## src/rtl/resp_arb_pkg.sv

```systemverilog
// Shared types and constants for the UART response-channel arbiter.
package resp_arb_pkg;

   typedef enum logic [1:0] {
      IDLE   = 2'd0,
      LAUNCH = 2'd1,
      WAIT   = 2'd2
   } state_e;

   localparam logic OWN_CC  = 1'b0;
   localparam logic OWN_RAM = 1'b1;

   localparam int TO_CYC_DEF = 65535;

   typedef struct packed {
      logic       pend;
      logic       last;
      logic [7:0] dat;
   } slot_t;

endpackage

```

## src/rtl/resp_slot.sv

```systemverilog
// One-entry holding register for a byte producer.
// Latency: req at n -> pend visible at n+1.
// Backpressure: none upstream; a req while full is dropped and flagged on ovf.
module resp_slot
   import resp_arb_pkg::*;
(
   input  logic       clk,
   input  logic       rst,
   input  logic       req,
   input  logic [7:0] req_dat,
   input  logic       req_last,
   input  logic       clr,
   output logic       pend,
   output logic [7:0] dat,
   output logic       last,
   output logic       ovf
);

   slot_t slot_q;
   logic  load;

   // A reload in the launch cycle replaces the byte being consumed, so it wins over clr.
   assign load = req && (!slot_q.pend || clr);
   assign ovf  = req && slot_q.pend && !clr;

   always_ff @(posedge clk) begin
      if (rst) begin
         slot_q <= '0;
      end else if (load) begin
         slot_q <= '{pend: 1'b1, last: req_last, dat: req_dat};
      end else if (clr) begin
         slot_q.pend <= 1'b0;
      end
   end

   assign pend = slot_q.pend;
   assign dat  = slot_q.dat;
   assign last = slot_q.last;

endmodule

```

## src/rtl/resp_arb.sv

```systemverilog
// Shares the UART response channel between cc responses and the RAM dump stream.
// Latency: req at n -> trmt at n+2 when idle; tx_done at m -> done at m+1, next trmt >= m+2.
// Backpressure: producers are never stalled; each has one slot, extra reqs set ovf_err.
module resp_arb
   import resp_arb_pkg::*;
#(
   parameter int TO_CYC = TO_CYC_DEF
)
(
   input  logic       clk,
   input  logic       rst,
   input  logic       cc_req,
   input  logic [7:0] cc_data,
   output logic       cc_done,
   input  logic       ram_req,
   input  logic [7:0] ram_data,
   input  logic       ram_last,
   output logic       ram_done,
   output logic       trmt,
   output logic [7:0] tx_data,
   input  logic       tx_done,
   output logic       ovf_err,
   output logic       to_err,
   input  logic       err_clr
);

   localparam logic [15:0] TO_LAST = 16'(TO_CYC - 1);

   state_e      state;
   logic        own;
   logic        lock;
   logic        cur_last;
   logic [15:0] cnt;

   logic       cc_pend, ram_pend;
   logic [7:0] cc_dat, ram_dat;
   logic       cc_last, ram_last_q;
   logic       cc_ovf, ram_ovf;

   logic launch, cc_clr, ram_clr;
   logic pick_cc, pick_ram;
   logic done_fire, to_fire;

   assign launch   = (state == LAUNCH);
   assign cc_clr   = launch && (own == OWN_CC);
   assign ram_clr  = launch && (own == OWN_RAM);

   // While a dump burst holds the lock only the ram slot may be chosen.
   assign pick_cc  = (state == IDLE) && cc_pend && !lock;
   assign pick_ram = (state == IDLE) && ram_pend && (lock || !cc_pend);

   assign done_fire = (state == WAIT) && tx_done;
   assign to_fire   = (state == WAIT) && !tx_done && (cnt == TO_LAST);

   assign trmt = launch;

   resp_slot u_cc_slot (
      .clk      (clk),
      .rst      (rst),
      .req      (cc_req),
      .req_dat  (cc_data),
      .req_last (1'b0),
      .clr      (cc_clr),
      .pend     (cc_pend),
      .dat      (cc_dat),
      .last     (cc_last),
      .ovf      (cc_ovf)
   );

   resp_slot u_ram_slot (
      .clk      (clk),
      .rst      (rst),
      .req      (ram_req),
      .req_dat  (ram_data),
      .req_last (ram_last),
      .clr      (ram_clr),
      .pend     (ram_pend),
      .dat      (ram_dat),
      .last     (ram_last_q),
      .ovf      (ram_ovf)
   );

   always_ff @(posedge clk) begin
      if (rst) begin
         state    <= IDLE;
         own      <= OWN_CC;
         lock     <= 1'b0;
         cur_last <= 1'b0;
         cnt      <= '0;
         tx_data  <= 8'h00;
         cc_done  <= 1'b0;
         ram_done <= 1'b0;
         ovf_err  <= 1'b0;
         to_err   <= 1'b0;
      end else begin
         cc_done  <= done_fire && (own == OWN_CC);
         ram_done <= done_fire && (own == OWN_RAM);
         ovf_err  <= (ovf_err && !err_clr) || cc_ovf || ram_ovf;
         to_err   <= (to_err && !err_clr) || to_fire;

         case (state)
            IDLE: begin
               if (pick_cc) begin
                  own      <= OWN_CC;
                  tx_data  <= cc_dat;
                  cur_last <= cc_last;
                  state    <= LAUNCH;
               end else if (pick_ram) begin
                  own      <= OWN_RAM;
                  tx_data  <= ram_dat;
                  cur_last <= ram_last_q;
                  state    <= LAUNCH;
               end
            end
            LAUNCH: begin
               cnt <= '0;
               if (own == OWN_RAM) begin
                  lock <= !cur_last;
               end
               state <= WAIT;
            end
            WAIT: begin
               if (done_fire) begin
                  if ((own == OWN_RAM) && cur_last) begin
                     lock <= 1'b0;
                  end
                  state <= IDLE;
               end else if (to_fire) begin
                  // Abandon the byte silently; the other slot keeps its contents.
                  lock  <= 1'b0;
                  state <= IDLE;
               end else begin
                  cnt <= cnt + 16'd1;
               end
            end
            default: state <= IDLE;
         endcase
      end
   end

endmodule

```

## config.mk

```make
export PLATFORM = sky130hd
export DESIGN_NAME = resp_arb
export DESIGN_NICKNAME = d
export VERILOG_FILES = /design/src/rtl/resp_arb_pkg.sv /design/src/rtl/resp_slot.sv /design/src/rtl/resp_arb.sv
export SDC_FILE = /design/constraint.sdc
export NUM_CORES = 1
export LEC_CHECK = 0
export BUFFER_PORTS_ARGS = -buffer_cell sky130_fd_sc_hd__buf_2
export CAP_MARGIN = 25
export CELL_PAD_IN_SITES_DETAIL_PLACEMENT = 1
export CELL_PAD_IN_SITES_GLOBAL_PLACEMENT = 2
export CORE_ASPECT_RATIO = 0.7
export CORE_UTILIZATION = 31
export DETAILED_ROUTE_END_ITERATION = 12
export PLACE_DENSITY_LB_ADDON = 0.2
export SETUP_SLACK_MARGIN = 0.3
export SYNTH_ARGS = -nofsm -noshare
export SYNTH_HDL_FRONTEND = slang
export SYNTH_SLANG_ARGS = --single-unit
```

## constraint.sdc

```tcl
create_clock -name clk -period 1.7 [get_ports clk]
set_input_delay 0.51 -clock clk [delete_from_list [all_inputs] [get_ports clk]]
set_output_delay 0.51 -clock clk [all_outputs]
set_load 0.05 [all_outputs]
```

# == Word level (Yosys, flattened, before mapping) ==
# Cells that the tools add are included.
# totals
reg_bits,52
latchBits,0
mem_bits_rw,0
romBits,0
in_bits,23
elab_cells,92
n_memories,0
# classes
add_sub_neg,1
n_mul,0
div,0
n_lt_le_gt_ge,0
n_eq_ne,9
n_shift,0
mux,23
bitwise,1
n_reduce_logical,43
# op_table
op,count
2-to-1 mux 16 bit,2
case mux 16 bit (2 select lines),1
logical AND 1 bit,20
adder 16 x 1 -> 16 bit (second input constant),1
== test 16 bit (second input constant),1
2-to-1 mux 8 bit,2
2-to-1 mux 1 bit,12
logical NOT 1 bit,8
2-to-1 mux 2 bit,4
nonzero test 2 bit,4
logical OR 1 bit,6
inequality test 2 bit (second input constant),3
inequality test 3 bit (second input constant),2
case mux 2 bit (3 select lines),1
AND reduction 2 bit,2
AND reduction 4 bit,1
inequality test 3 x 2 -> 1 bit (second input constant),1
AND reduction 3 bit,1
== test 2 x 1 -> 1 bit (second input constant),1
== test 2 bit (second input constant),1
logical NOT 2 bit,1
case mux 1 bit (2 select lines),1
NOT 1 bit,1

# == Longest topological paths before layout ==
# Gate-level depths: netlist of run 1.
# depth
depth_word,6
ltp_mapped,7
mapped_depth_nobuf,6

# == Cells and area by module ==
# A second synthesis of run 1 with hierarchy kept.
# unflattened
hier_cells,298
area_unflattened_um2,2673.8
# modules_own_cells
module,instances,cells_per_inst,area_per_inst_um2,seq_area_each_um2
resp_arb,1,208,1740.4,660.6
resp_slot,2,45,466.7,200.2

# == Least setup slack after synthesis of run 1 ==
# Ideal clock, no wire load.
# synth_path
path_type,reg2reg
from,reg state[1]
to,"reg u_ram_slot.slot_q, in the netlist u_ram_slot.dat[7]"
setup_time_ns,0.128
arrival_ns,1.837
required_time_ns,1.572
path_slack_ns,-0.265
path_stages_with_launch,8
synth_period_minus_slack_ns,1.965
cell_sequence,dfxtp_1 > inv_1 > ha_1 > nand2_1 > a21bo_2 > clkbuf_1 > mux2i_1 > nor2_1
# synth_via
elab_chain_cells,4
# synth_rtl
element,line_no,source
start: declaration,resp_arb.sv:29,state_e state;
start signal: assignment,resp_arb.sv:85,state <= IDLE;
start signal: assignment,resp_arb.sv:107,state <= LAUNCH;
start signal: assignment,resp_arb.sv:112,state <= LAUNCH;
== test 2 x 1 -> 1 bit,resp_arb.sv:44,assign launch = (state == LAUNCH);
named net trmt,resp_arb.sv:19,"output logic trmt,"
logical AND 1 bit,resp_arb.sv:46,assign ram_clr = launch && (own == OWN_RAM);
logical OR 1 bit,resp_slot.sv:23,assign load = req && (!slot_q.pend || clr);
logical AND 1 bit,resp_slot.sv:23,
end signal: assignment,resp_slot.sv:30,"slot_q <= '{pend: 1'b1, last: req_last, dat: req_dat};"
end: declaration,resp_slot.sv:19,slot_t slot_q;
# The timed path passes the listed nets, and every way through them passes these cells.
# A chain may end at the register's enable or synchronous reset.

# == Worst setup path in the final report of run 1 ==
# layout_path
from,reg state[1]
to,reg cnt[11]
# layout_via
elab_chain_cells,5
# layout_rtl
element,line_no,source
== test 2 bit,"resp_arb.sv:52, resp_arb.sv:53, resp_arb.sv:101",
logical AND 1 bit (2 in a row),resp_arb.sv:53,assign to_fire = (state == WAIT) && !tx_done && (cnt == TO_LAST);
inequality test 2 bit (no source line),n/a,
AND reduction 3 bit (no source line),n/a,
end signal: assignment,resp_arb.sv:133,cnt <= cnt + 16'd1;
end: declaration,resp_arb.sv:33,logic [15:0] cnt;
# Several ways; a longest one is shown, not always the timed one.

==> flow_summary.yaml, run 1 <==
global_routing:
  grt_pass1_vias: 2004
  grt_overflow: 0
  grt_first_pass_wirelength_um: 10220
  antenna_found_initial: 0
  globalRouteTotalUtil_pct: 16.77
  grt_start_max_net_pins: 36
cells_and_area:
  nets: 361
  area_growth_pct: 48.10
  fin_cells: 426
  n_fill_cell: 799
  final_layout_size_suffix_gt1_share_pct: 42.47
  mostFrequentLayoutCell: "dfxtp_1"
  antenna_cells: 0
  final_cell_mix: "dfxtp_1, buf_4, nor2_1"
yosys:
  synth_top_area_cell: "dfxtp_1"
  yosys-top-cells-area: "dfxtp_1, mux2i_1, nor2_1"
  netlist_area_um2: 2305
  syn_nets: 277
  syn_inst: 247
  synth.avg_cell_area_um2: 9.331
  synth-edff-count: 0
  ys_seq_area_share_pct: 45.17
  synth-seq-cells: 52
  synth_cell_types: 47
  async_reset_ff_share_pct: 0
  yosysWarnings: 0
  netlist.area_leader.share_pct: 45.17
  ys.flop_type: "dfxtp_1"
pwr:
  power_density_nw_per_um2: 1092
  irDropWorstVdd_uv: 463.5
  p_leak_nw: 1.431
critical_path:
  cp.required_ns: 1.95
  rr_startpoint: "state[1]"
  reg2reg_to: "cnt[11]"
  path_class: "reg2reg"
  crit_path_start_kind: "register"
  crit_path_end_kind: "register"
  reg2reg_depth: 7
  regToRegSetupSlack_ns: -0.11
  crit_fanout: 9
  crit_arrival_ns: 2.06
  critPathLaunch: "state[1]"
drt:
  drt-wirelength-per-cell_um: 16.72
  drt_pass1_iterations: 7
  drt_iter0_drc: 123
  vias: 2189
  drc: 0
  ant_nets: 0
  via_per_inst: 5.138
  wl_um: 7121
timing:
  fin_ws_ns: -0.1086
  skew_ns: 0.009740
  final_hold_viol_count: 0
  rsz0062_at_grt: "true"
  holdWs_ns: 0.4237
  tightestPinTransition_ns: 0.5156
  slew_headroom_pct: 65.50
  maxClockFrequency_mhz: 552.9
  fin_crit_sh_pct: 106.4
  finalCriticalPeriod_ns: 1.809
  final-max-slew-violation-count: 0
  finalSetupViolations: 14
clock_tree:
  cts_buffers: 5
  cts_hold_buffers: 0
  clock_latency_ns: 0.31
  clk_pin_slew_ns: 0.10
  cts_buffer_depth: 2
  root_buffer: "clkbuf_8"
  cts_tree: "built"
  clock-sinks: 52
  htree_levels: 2
place:
  pre_cts_ws_ns: -0.1468
  hpwl_um: 4696
  dp_cells: 402
  portBuffers: 35
  gp_congestion: 0.7413
worst_hold_path:
  min_from: "ram_data[1]"
  min_to: "u_ram_slot.dat[1]"
  hold_path_depth: 3
  hold_path.class: "in2reg"
floorplanning:
  num_io_pins: 36
  fp.dieH_um: 74.14
  die-area_um2: 7789
  core.rowCount: 25
  core-area_um2: 6975
  start_util_pct: 33.04
  die-width_um: 105.1
run_status:
  outcome: "complete, but fails checks"
  violations: "negative setup slack"
flow_run:
  maxCapViolCount: 0
[kinds of logic after synthesis]
logic type	synth area share (%)
flip-flops	45.17
adder cells (fa/ha/maj)	3.800
AO/OA/AOI/OAI	17.05
buffers and inverters	3.365
multiplexers	9.989
AND/OR/NAND/NOR	20.63
[layer usage]
metal | part of all wire, % | global-route usage, % | wire, um
met5 | 0 | 0 | 0
met4 | 0.56 | 4.225 | 40
met3 | 3.1 | 3.067 | 218
met2 | 43 | 23.62 | 3056
met1 | 53 | 25.93 | 3806
[worst max-delay path: stages, from the launching register on]
cell      delay, ns
dfxtp_4        0.40
inv_4          0.04
ha_4           0.26
a21boi_4       0.18
nand4_1        0.12
buf_6          0.16
or4_4          0.48
a21oi_2        0.12
[how the worst max path moves through the flow]
stage               endpoint  slack, ns
finish               cnt[11]      -0.11
global route        state[1]      -0.18
CTS                  cnt[11]      -0.08
detailed placement   cnt[15]      -0.15
global placement     cnt[15]      -0.09
floorplan            cnt[11]      -0.07
[where the power goes]
part	switching (mW)	leakage [nW]	total [mW]	internal, mW
clock network	0.423	0.0479	0.711	0.288
registers	0.0885	0.426	1.41	1.32
logic	0.810	0.957	1.61	0.796
[layout make-up]
type	count	area, um^2	share of cell area [%]
Clock inverter	3	18.77	0.5499
Timing Repair Buffer	88	721.9	21.15
Multi-Input combinational cell	175	1396	40.91
Tap cell	94	117.6	3.446
Clock buffer	5	68.82	2.016
Inverter	9	38.79	1.136
Sequential cell	52	1051	30.79
[registers in the layout, summed over array words and instances (netlist names)]
register         flops
cnt                 16
tx_data              8
u_cc_slot.dat        8
u_ram_slot.dat       8
state                2
cc_done              1
cur_last             1
lock                 1
ovf_err              1
own                  1
ram_done             1
to_err               1
u_cc_slot.pend       1
u_ram_slot.last      1
u_ram_slot.pend      1
[per-stage QoR]
| step | cell area [um^2] | utilization [%] | power (mW) | setup TNS [ns] |
|---|---|---|---|---|
| after floorplan | 2340 | - | 2.150 | -0.7677 |
| after global placement | 2874 | 41.20 | 2.588 | -0.4494 |
| after detailed placement | 2874 | 41.20 | 2.601 | -1.364 |
| after CTS | 3094 | 44.36 | 3.491 | -0.3547 |
| after global routing | 3413 | 48.93 | 3.958 | -2.008 |
| final | 3413 | 48.93 | 3.726 | -0.7175 |
[repair_timing]
item | in CTS | in global routing
pin swaps | 12 | 27
setup buffers | 5 | 9
resized for setup | 27 | 58
endpoints found under the setup margin | 57 | 56
cloned | 0 | 2
[synthesized netlist by cell type (2+ instances only)]
cell type   n
inv_1       9
nor2b_1     2
mux2i_1    23
a21o_1      2
nand2_1    13
a21boi_1    2
o41ai_1     2
ha_1        7
o21ai_0     3
or4_1       7
nor2_1     32
o21a_1      3
dfxtp_1    52
nor3_1      7
nand3_1     4
or3b_2      2
nand2b_1    8
a222oi_1    8
a21oi_1    14
clkbuf_1    8
nor4_1      4
o31ai_1     7
nand4_1     4
Power figures use the tool's default switching activity.
==> run 2: changes to the inputs <==
- BUFFER_PORTS_ARGS: -buffer_cell sky130_fd_sc_hd__buf_2 -> -buffer_cell sky130_fd_sc_hd__clkbuf_2
- SLEW_MARGIN: unset -> 20
==> flow_summary.yaml, run 2 (synthesis gave the netlist of run 1 again) <==
run_status:
  outcome: "complete, but fails checks"
  violations: "negative setup slack"
timing:
  holdWs_ns: 0.4300
  tightestPinTransition_ns: 0.4982
  rsz0062_at_grt: "true"
  fin_ws_ns: -0.06483
  fin_crit_sh_pct: 103.8
  final_hold_viol_count: 0
  slew_headroom_pct: 66.67
  maxClockFrequency_mhz: 566.6
  finalSetupViolations: 13
  finalCriticalPeriod_ns: 1.765
  final-max-slew-violation-count: 0
  skew_ns: 0.009344
worst_hold_path:
  min_from: "ram_data[1]"
  hold_path_depth: 3
  min_to: "u_ram_slot.dat[1]"
  hold_path.class: "in2reg"
drt:
  drt_pass1_iterations: 5
  vias: 2210
  ant_nets: 0
  drt-wirelength-per-cell_um: 15.99
  via_per_inst: 5.116
  wl_um: 6908
  drc: 0
  drt_iter0_drc: 95
critical_path:
  cp.required_ns: 1.95
  critPathBufInv: 2
  crit_arrival_ns: 2.02
  crit_fanout: 5
  critPathLaunch: "state[1]"
  cp_cell_sequence: "inv_2 -> ha_4 -> a21boi_4 -> nand4_1 -> buf_6 -> or4_1 -> a21oi_1"
  crit_path_end_kind: "register"
  crit_path_start_kind: "register"
  cp_top_family: "simple AND/OR/NAND/NOR gates"
  rr_startpoint: "state[1]"
  reg2reg_depth: 7
  slowest_stage: "or4_1"
  path_class: "reg2reg"
  reg2reg_to: "cnt[11]"
  regToRegSetupSlack_ns: -0.06
  worst_path_largest_cell_delay_ns: 0.39
cells_and_area:
  antenna_cells: 0
  largest-register: "cnt"
  final_cell_mix: "buf_4, dfxtp_1, nor2_1"
  final_core_util_pct: 49.83
  mostFrequentLayoutCell: "buf_4"
  fin_cells: 432
  largest_reg_flops: 16
  seq_area_um2: 1050
  area_growth_pct: 50.81
  n_fill_cell: 801
  final_layout_size_suffix_gt1_share_pct: 42.90
  multi_input_area_um2: 1386
  nets: 367
global_routing:
  grt_pass1_vias: 2120
  grt_first_pass_wirelength_um: 10820
  grt_start_max_net_pins: 40
  grt_overflow: 0
  antenna_found_initial: 0
  globalRouteTotalUtil_pct: 17.93
clock_tree:
  root_buffer: "clkbuf_8"
  cts_hold_buffers: 0
  clk_pin_slew_ns: 0.10
  cts_tree: "built"
  clock_latency_ns: 0.31
  htree_levels: 2
  cts_buffers: 5
  clock-sinks: 52
  cts_buffer_depth: 2
floorplanning:
  num_io_pins: 36
  core.rowCount: 25
  die-area_um2: 7789
  start_util_pct: 33.04
  fp.dieH_um: 74.14
  core-area_um2: 6975
  die-width_um: 105.1
pwr:
  power_density_nw_per_um2: 1115
  irDropWorstVdd_uv: 478.9
  p_leak_nw: 1.464
  finalPower_mw: 3.874
place:
  portBuffers: 35
  gp_congestion: 0.7670
  dp_cells: 403
  hpwl_um: 4684
  pre_cts_ws_ns: -0.09940
flow_run:
  maxCapViolCount: 0
## run 2: cell types whose count changed in the layout (fill, tap and decap cells not counted), sizes merged
cell      before  now
clkbuf         7   38
clkinv         3    0
clkinvlp       0    1
buf           86   63
## run 2: cell type report
cell class | instances | area share (%)
Tap cell | 94 | 3.384
Inverter | 9 | 1.044
Clock inverter | 1 | 0.2160
Sequential cell | 52 | 30.20
Multi-Input combinational cell | 175 | 39.88
Timing Repair Buffer | 94 | 22.79
Clock buffer | 7 | 2.484
## run 2: worst max path at each step
stage / slack, ns / endpoint / cells past startpoint
global route: -0.16 / cnt[11] / 7
CTS: -0.05 / cnt[11] / 7
detailed placement: -0.1 / cnt[7] / 7
finish: -0.06 / cnt[11] / 7
floorplan: -0.07 / cnt[11] / 6
global placement: -0.11 / cnt[15] / 7
## run 2: stage by stage
stage	cell area [um^2]	TNS [ns]
5_1_grt	3476	-1.639
4_1_cts	3267	-0.2866
6_report	3476	-0.4723
3_3_place_gp	2894	-0.2743
3_5_place_dp	2894	-0.6184
2_1_floorplan	2340	-0.7677
## run 2: power breakdown
part	internal, mW	total (mW)	switching (mW)
logic	0.895	1.74	0.842
registers	1.32	1.39	0.0734
clock network	0.332	0.747	0.415
## run 2: timing repair
action,in CTS,in global routing
endpoints found under the setup margin,58,56
hold endpoints to repair,0,0
buffers inserted,10,8
gates cloned,1,2
gates resized for setup,46,36
pin swaps,22,14
## run 2: tightest hold or removal path, cell delays in order
cell and delay [ns]:
clkbuf_2 0.08, mux2i_1 0.05, nor2_1 0.07
## run 2: layer usage
metal	routed length, um	global-route usage [%]	share of wire (%)	up-vias
met5	0	0	0	-
met4	55	3.756	0.80	0
met3	280	4.470	4.1	7
met2	2912	26.78	42	34
met1	3659	26.19	53	1081
li1	-	-	-	1088
==> run 3: changes to the inputs <==
- PLACE_DENSITY: unset -> 0.75
- PLACE_DENSITY_LB_ADDON: 0.2 -> unset
==> flow_summary.yaml, run 3 (synthesis gave the netlist of run 1 again) <==
cells_and_area:
  nets: 362
  largest-register: "cnt"
  final_layout_size_suffix_gt1_share_pct: 45.05
  area_growth_pct: 52.12
  final_cell_mix: "dfxtp_1, buf_4, nor2_1"
  antenna_cells: 0
  largest_reg_flops: 16
  n_fill_cell: 787
  mostFrequentLayoutCell: "dfxtp_1"
drt:
  drt_pass1_iterations: 5
  drt_iter0_drc: 85
  ant_nets: 0
  vias: 2204
  drt-wirelength-per-cell_um: 16.16
  routed-wl-met3_um: 258
  drc: 0
  via_per_inst: 5.162
  wl_um: 6899
  highest_layer: "met4"
  wl_met1_um: 3625
  dr_wl_met2_um: 2935
critical_path:
  crit_fanout: 5
  rr_startpoint: "cnt[0]"
  cp.required_ns: 1.88
  regToRegSetupSlack_ns: -0.11
  path_class: "reg2reg"
  crit_arrival_ns: 1.99
  reg2reg_depth: 9
  reg2reg_to: "cnt[14]"
  crit_path_end_kind: "register"
  crit_path_start_kind: "register"
timing:
  final_hold_viol_count: 0
  slew_headroom_pct: 72.46
  tightestPinTransition_ns: 0.4077
  holdWs_ns: 0.4336
  finalCriticalPeriod_ns: 1.809
  final-max-slew-violation-count: 0
  fin_ws_ns: -0.1092
  fin_crit_sh_pct: 106.4
  maxClockFrequency_mhz: 552.7
  tns_ns: -0.6949
  skew_ns: 0.01045
  finalSetupViolations: 11
  rsz0062_at_grt: "true"
pwr:
  comb_power_share_pct: 42.8
  p_int_mw: 2.762
  power_density_nw_per_um2: 1163
  irDropWorstVdd_uv: 497.3
  p_leak_nw: 1.472
  swShare_pct: 32.29
  power.clock.fraction_pct: 22.8
  seq_power_share_pct: 34.4
  power.switching_mw: 1.317
floorplanning:
  core.rowCount: 25
  core-area_um2: 6975
  die-area_um2: 7789
  die-width_um: 105.1
  num_io_pins: 36
  fp.dieH_um: 74.14
  start_util_pct: 33.04
global_routing:
  grt_overflow: 0
  globalRouteTotalUtil_pct: 17.08
  grt_pass1_vias: 2001
  antenna_found_initial: 0
  grt_start_max_net_pins: 30
  grt_first_pass_wirelength_um: 10420
clock_tree:
  htree_levels: 2
  clock_latency_ns: 0.31
  cts_hold_buffers: 0
  clk_pin_slew_ns: 0.09
  cts_tree: "built"
  clock-sinks: 52
  root_buffer: "clkbuf_8"
  cts_buffer_depth: 2
  cts_buffers: 5
worst_hold_path:
  min_from: "ram_data[1]"
  hold_path_depth: 3
  hold_path.class: "in2reg"
  min_to: "u_ram_slot.dat[1]"
place:
  hpwl_um: 4548
  portBuffers: 35
  gp_congestion: 0.7695
run_status:
  violations: "negative setup slack"
  outcome: "complete, but fails checks"
flow_run:
  maxCapViolCount: 0
-- run 3: changes by cell type in the layout (fill, tap and decap cells not counted), sizes merged --
| cell | previous run | this run |
|---|---|---|
| bufinv | 0 | 1 |
| clkinvlp | 1 | 0 |
| buf | 63 | 61 |
| clkbuf | 38 | 35 |
-- run 3: through the flow --
stage	cell area, um^2	utilization [%]	power [mW]	setup slack (ns)	std cells
2_1_floorplan	2340	-	2.150	-0.07381	247
3_3_place_gp	2829	40.56	2.540	-0.06861	396
3_5_place_dp	2829	40.56	2.557	-0.1015	396
4_1_cts	3187	45.69	3.779	-0.07482	413
5_1_grt	3506	50.26	4.282	-0.1704	427
6_report	3506	50.26	4.078	-0.1092	427
-- run 3: worst max-delay path: stages (launching register included) --
cell	delay (ns)
dfxtp_2	0.33
inv_1	0.06
ha_1	0.20
nand4b_1	0.11
buf_6	0.13
buf_4	0.13
nor2_2	0.08
buf_4	0.14
o41ai_1	0.41
a21oi_2	0.10
-- run 3: layout make-up --
type / count / area [um^2] / share of cell area [%]
clock buffer: 7 / 96.34 / 2.748
clock inverter: 1 / 30.03 / 0.8565
inverter: 9 / 38.79 / 1.106
multi-input combinational: 175 / 1428 / 40.72
sequential: 52 / 1055 / 30.09
tap: 94 / 117.6 / 3.355
timing repair buffer: 89 / 740.7 / 21.13
-- run 3: power by group through the flow --
| stage | Clock, mW | Sequential, mW | Combinational [mW] |
|---|---|---|---|
| after floorplan | 0 | 1.47 | 0.679 |
| after global routing | 0.996 | 1.42 | 1.87 |
| after global placement | 0 | 1.40 | 1.14 |
| after CTS | 0.958 | 1.38 | 1.44 |
| after detailed placement | 0 | 1.41 | 1.15 |
| final | 0.931 | 1.40 | 1.75 |
-- run 3: worst max path at each step --
stage	startpoint	to	slack (ns)
floorplan	state[0]	cnt[11]	-0.07
global placement	state[0]	cnt[11]	-0.07
detailed placement	state[0]	cnt[11]	-0.10
CTS	state[1]	cnt[11]	-0.07
global route	state[1]	cnt[11]	-0.17
finish	cnt[0]	cnt[14]	-0.11
-- run 3: layer usage --
| layer | GRT usage [%] | vias up |
|---|---|---|
| met4 | 5.790 | 0 |
| met3 | 3.593 | 7 |
| met2 | 22.96 | 47 |
| li1 | - | 1082 |
| met1 | 26.41 | 1068 |
| met5 | 0 | - |
-- run 3: what timing repair did --
action | in CTS | in global routing
hold endpoints to repair | 0 | 0
cloned | 0 | 2
endpoints found under the setup margin | 58 | 57
gates resized for setup | 39 | 62
buffers inserted | 9 | 12
pin swaps | 17 | 20
